[config.mk]
export PLATFORM = sky130hd
export DESIGN_NAME = refill_write_buffer
export DESIGN_NICKNAME = d
export VERILOG_FILES = /design/src/rtl/refill_write_buffer.sv
export SDC_FILE = /design/constraint.sdc
export NUM_CORES = 2
export LEC_CHECK = 0
export CAP_MARGIN = 5
export CELL_PAD_IN_SITES_DETAIL_PLACEMENT = 0
export CELL_PAD_IN_SITES_GLOBAL_PLACEMENT = 1
export CORE_MARGIN = 2
export CORE_UTILIZATION = 45
export CTS_CLUSTER_DIAMETER = 200
export CTS_CLUSTER_SIZE = 30
export DETAILED_ROUTE_END_ITERATION = 10
export PLACE_DENSITY = 0.77
export SYNTH_ARGS = -nofsm -noshare
export SYNTH_HDL_FRONTEND = slang
export SYNTH_SLANG_ARGS = --single-unit
[constraint.sdc]
create_clock -name clk -period 5.4 [get_ports clk]
set_clock_uncertainty 0.05 [all_clocks]
set_input_delay 0.81 -clock clk [delete_from_list [all_inputs] [get_ports clk]]
set_output_delay 0.81 -clock clk [all_outputs]
set_load 0.02 [all_outputs]
[src/rtl/refill_write_buffer.sv]
// Multi-entry write buffer between cache refill logic and the data/tag RAMs.
// It is a circular FIFO with a first-word-fall-through head, optional in-place coalescing, and lookup forwarding.
module refill_write_buffer #(
  parameter int DATA_W   = 128,
  parameter int INDEX_W  = 8,
  parameter int TAG_W    = 20,
  parameter int WAY_W    = 1,
  parameter int DEPTH    = 4,
  parameter int COALESCE = 1
) (
  input  logic               clk,
  input  logic               rstn,
  input  logic               in_valid,
  output logic               in_ready,
  input  logic [DATA_W-1:0]  in_data,
  input  logic [INDEX_W-1:0] in_index,
  input  logic [TAG_W-1:0]   in_tag,
  input  logic [WAY_W-1:0]   in_way,
  output logic               out_valid,
  input  logic               out_ready,
  output logic [DATA_W-1:0]  out_data,
  output logic [INDEX_W-1:0] out_index,
  output logic [TAG_W-1:0]   out_tag,
  output logic [WAY_W-1:0]   out_way,
  input  logic [INDEX_W-1:0] lk_index,
  input  logic [TAG_W-1:0]   lk_tag,
  output logic               lk_hit,
  output logic [DATA_W-1:0]  lk_data,
  output logic [$clog2(DEPTH+1)-1:0] count
);

  localparam int PTR_W = $clog2(DEPTH);
  localparam int CNT_W = $clog2(DEPTH+1);

  logic [DATA_W-1:0]  data_q  [DEPTH];
  logic [INDEX_W-1:0] index_q [DEPTH];
  logic [TAG_W-1:0]   tag_q   [DEPTH];
  logic [WAY_W-1:0]   way_q   [DEPTH];
  logic [PTR_W-1:0]   wr_ptr_q, wr_ptr_d, rd_ptr_q, rd_ptr_d;
  logic [CNT_W-1:0]   count_q, count_d;

  logic [DEPTH-1:0] ent_valid, lk_match, wr_match;
  logic             pop, push, new_push, coal, co_hit;
  logic [PTR_W-1:0] co_slot, slot;

  assign out_valid = (count_q != '0);
  assign pop       = out_valid && out_ready;

  // Entry validity comes from its distance behind the read pointer.
  generate
    for (genvar gi = 0; gi < DEPTH; gi++) begin : g_ent
      logic [PTR_W-1:0] off;
      assign off           = PTR_W'(gi) - rd_ptr_q;
      assign ent_valid[gi] = CNT_W'(off) < count_q;
      assign lk_match[gi]  = ent_valid[gi] && (index_q[gi] == lk_index) && (tag_q[gi] == lk_tag);
      assign wr_match[gi]  = ent_valid[gi] && !(pop && (off == '0)) &&
                             (index_q[gi] == in_index) && (tag_q[gi] == in_tag) &&
                             (way_q[gi] == in_way);
    end
  endgenerate

  // Walk oldest to youngest so the last match found is the youngest.
  always_comb begin
    lk_hit  = 1'b0;
    lk_data = '0;
    co_hit  = 1'b0;
    co_slot = '0;
    slot    = '0;
    for (int k = 0; k < DEPTH; k++) begin
      slot = rd_ptr_q + PTR_W'(k);
      if (lk_match[slot]) begin
        lk_hit  = 1'b1;
        lk_data = data_q[slot];
      end
      if (wr_match[slot]) begin
        co_hit  = 1'b1;
        co_slot = slot;
      end
    end
  end

  assign coal     = (COALESCE != 0) && co_hit;
  assign in_ready = coal || (count_q < CNT_W'(DEPTH));
  assign push     = in_valid && in_ready;
  assign new_push = push && !coal;

  always_comb begin
    count_d  = count_q;
    if (new_push && !pop)
      count_d = count_q + CNT_W'(1);
    else if (!new_push && pop)
      count_d = count_q - CNT_W'(1);
    wr_ptr_d = new_push ? wr_ptr_q + PTR_W'(1) : wr_ptr_q;
    rd_ptr_d = pop ? rd_ptr_q + PTR_W'(1) : rd_ptr_q;
  end

  always_ff @(posedge clk or negedge rstn) begin
    if (!rstn) begin
      wr_ptr_q <= '0;
      rd_ptr_q <= '0;
      count_q  <= '0;
      for (int i = 0; i < DEPTH; i++) begin
        data_q[i]  <= '0;
        index_q[i] <= '0;
        tag_q[i]   <= '0;
        way_q[i]   <= '0;
      end
    end else begin
      if (push && coal)
        data_q[co_slot] <= in_data;
      if (new_push) begin
        data_q[wr_ptr_q]  <= in_data;
        index_q[wr_ptr_q] <= in_index;
        tag_q[wr_ptr_q]   <= in_tag;
        way_q[wr_ptr_q]   <= in_way;
      end
      wr_ptr_q <= wr_ptr_d;
      rd_ptr_q <= rd_ptr_d;
      count_q  <= count_d;
    end
  end

  assign out_data  = out_valid ? data_q[rd_ptr_q]  : '0;
  assign out_index = out_valid ? index_q[rd_ptr_q] : '0;
  assign out_tag   = out_valid ? tag_q[rd_ptr_q]   : '0;
  assign out_way   = out_valid ? way_q[rd_ptr_q]   : '0;
  assign count     = count_q;

endmodule
==> reports/qor.txt <==
dominant synthesized flop cell - dfrtp_1
share of layout cells above drive strength 1 - 0.2516
latest clock arrival within the worst-skew pair - 0.63 ns
htree depth - 1
asr flop ratio synth - 1.000
Num CTS Buffers - 25
area leader, netlist - dfrtp_1
# port buffers - 479
r2r setup slk - 0.48 ns
Post-DP HPWL - 88000 um
RR Startpoint - rd_ptr_q[0]
Cells after Synth - 4172
Reg clk slew, reported paths - 0.12 ns
Avg WL per Cell - 22.09 um
Mapped Nets - 4375
all-layer global routing usage - 0.2551
num rows - 113
Post-Route WL - 127600 um
largest net degree at the start of global routing - 253
DIE WIDTH - 312.5 um
R2R depth - 14
# IOs - 480
final worst setup slack - 0.08179 ns
MaxCap Viol Count - 0
Ys Warns - 0
total chip power - 33900 uW
CP endpoint kind - output pin
Final Slew Violations - 0
P&R area growth vs syn - 17.84%
final worst-path cycle share - 0.9849
TritonCTS clock tree - yes
Pwr per Cell Area - 671.8 nW/um^2
Layout Nets - 4707
Setup CP Type - primary input to output pin
VDD IR max - 0.0007342 V
Clock Sinks - 635
Initial Util - 0.4527
startpoint types - primary input
initial antenna violation count - 19
syn avg cell area - 10.26 sq um
reg-to-reg critical path endpoint - data_q[202]
top-count cell post-synth - mux2_2
first-pass GRT wire length - 197400 um
CTS max path bufs - 3
CP Data Arrival Time - 4.46 ns
worst slew pin tran - 1.169 ns
Placer Congestion - 0.9865
DR iter-0 viols - 2269
via count - 33160
vias in the first global route - 33140
ranking of synthesized cells by area - dfrtp_1, mux2_2, mux2i_1
worst hold-check path type - primary input to async pin
Synth Register Bits - 635
CP Max Fanout - 20
Cell Area, Synth - 42820 sq um
EDFF count, synth - 0
gr ovfl total - 0
residual DRC count - 0
CP Data Required Time - 4.54 ns
synth unique cells - 60
Achievable Freq - 188.0 MHz
Post-Place Worst Slack - -0.3217 ns
Placeable Area - 94590 sq um
Seq/Total Area, Yosys - 0.3711
top-area cell type share of the netlist area - 0.3711
commonest cells in the netlist - mux2_2, dfrtp_1, nand2_1
post-layout minimum cycle time - 5.318 ns
CTS Hold Buffers Added - 0
status - finished clean
Die Area - 97640 sq um
die height - 312.5 um
Lkg Pwr - 0.02126 uW
CTS root buffer - clkbuf_16
Layout Cells excl Fill - 5777
Critical Path Sink - lk_data[2]
via-per-instance ratio - 5.740
beginning of the critical path - lk_tag[5]
Setup-failing EPs final - 0
worst rel slew slack - 0.2205
Final Hold Viols - 0
ANT nets after route - 0
1st-pass router iterations - 8
Inst Count DP - 5736
routing by layer:
metal | vias up | global-route usage | wire length (um)
li1 | 15690 | - | -
met1 | 16420 | 0.3416 | 56120
met2 | 835 | 0.4257 | 60740
met3 | 191 | 0.04167 | 6876
met4 | 22 | 0.07310 | 3703
met5 | - | 0 | 154
flip-flops by register name, summed over array words and instances, names as in the netlist:
name      count
count         3
way_q         4
data_q      512
index_q      32
tag_q        80
rd_ptr_q      2
wr_ptr_q      2
worst max-delay path: stages:
cell	delay, ns
clkdlybuf4s50_1	0.55
xor2_1	0.21
nor4_1	0.22
buf_4	0.18
nand4_1	0.13
nor4_2	0.29
buf_4	0.15
a21oi_1	0.16
mux2_2	0.37
a21oi_4	0.17
buf_12	0.14
bufbuf_16	0.34
a221oi_1	0.10
a21oi_1	0.25
dlygate4sd2_1	0.37
metrics by stage:
| step | hold slack (ns) | instance area (sq um) | utilization | TNS [ns] |
|---|---|---|---|---|
| CTS | 0.1627 | 50370 | 0.5325 | 0 |
| global placement | 0.4377 | 49710 | 0.5256 | -20.32 |
| global route | 0.1815 | 50460 | 0.5335 | -0.04494 |
| finish | 0.1479 | 50460 | 0.5335 | 0 |
| detailed placement | 0.4480 | 49710 | 0.5256 | -22.73 |
| floorplan | 0.4243 | 42820 | - | 0 |
cell usage in the layout (no fill, tap or decap), types with 3 or more instances in the layout:
cell             netlist  layout
a221oi_2               0       3
nand4_1               31      31
dfrtp_1              635     633
buf_16                 0       3
mux2_2               741     741
mux2_4               100     100
dlymetal6s2s_1         0       4
xor2_1               170     170
mux2i_4                0       3
a221oi_1             125     122
mux2_1                48      48
a21oi_2                2       7
nand2_1              399     399
a21oi_1              265     259
o21ai_0              392     392
diode_2                0       8
clkdlybuf4s50_1        0     348
clkdlybuf4s15_1        0       6
clkbuf_16              0      25
mux2i_1              384     381
nand3_1                9       9
ha_1                  13      12
and2_1                30      30
xnor2_1               64      64
buf_12                13      60
inv_1                  5       5
buf_6                  2       6
buf_4                 26     123
nor4_1                50      46
nor4_2                 1       5
clkbuf_2               0       5
dlygate4sd2_1          0     110
nor3_1                 8       7
nor2_1               266     266
mux4_2                29      29
logic make-up (layout without fill, tap and decap cells):
logic type	count (synthesis)	in the layout	synth area share
DFF	635	635	0.3711
AOI/OAI and AO/OA	806	806	0.1076
and+or+nand+nor	808	808	0.07953
other	0	8	0
xor gates and xnor gates	234	234	0.04786
buffers and inverters	373	705	0.04213
muxes	1302	1302	0.3476
adders and majority gates	14	14	0.004266
where the power goes:
| group | switching [uW] | internal, uW | total [uW] |
|---|---|---|---|
| Combinational | 11900 | 10300 | 22300 |
| Sequential | 2060 | 7170 | 9230 |
| Clock | 1550 | 853 | 2410 |
worst min-delay path by stage:
stage,startpoint,cells past startpoint,slack [ns],end
after global placement,data_q[248],1,0.44,data_q[248]
after detailed placement,data_q[245],1,0.45,data_q[245]
after floorplan,data_q[236],1,0.42,data_q[236]
after global routing,rstn,1,0.18,data_q[366]
final,rstn,1,0.15,data_q[110]
after CTS,rstn,1,0.16,data_q[366]
area by class of cell:
class,count,area [sq um]
diodes,8,20.02
clock buffers,26,629.4
clock inverters,1,30.03
fillers,8522,44130
inverters,8,30.03
multi-input cells,3164,25310
flip-flops and latches,635,15900
well taps,1265,1583
repair buffers,670,6959
repair_timing:
item,in CTS,in global routing
endpoints found under the setup margin,126,123
resized for setup,141,30
setup buffers,3,1
gates cloned,2,0
pin swaps,1,2
Power figures use the tool's default switching activity.
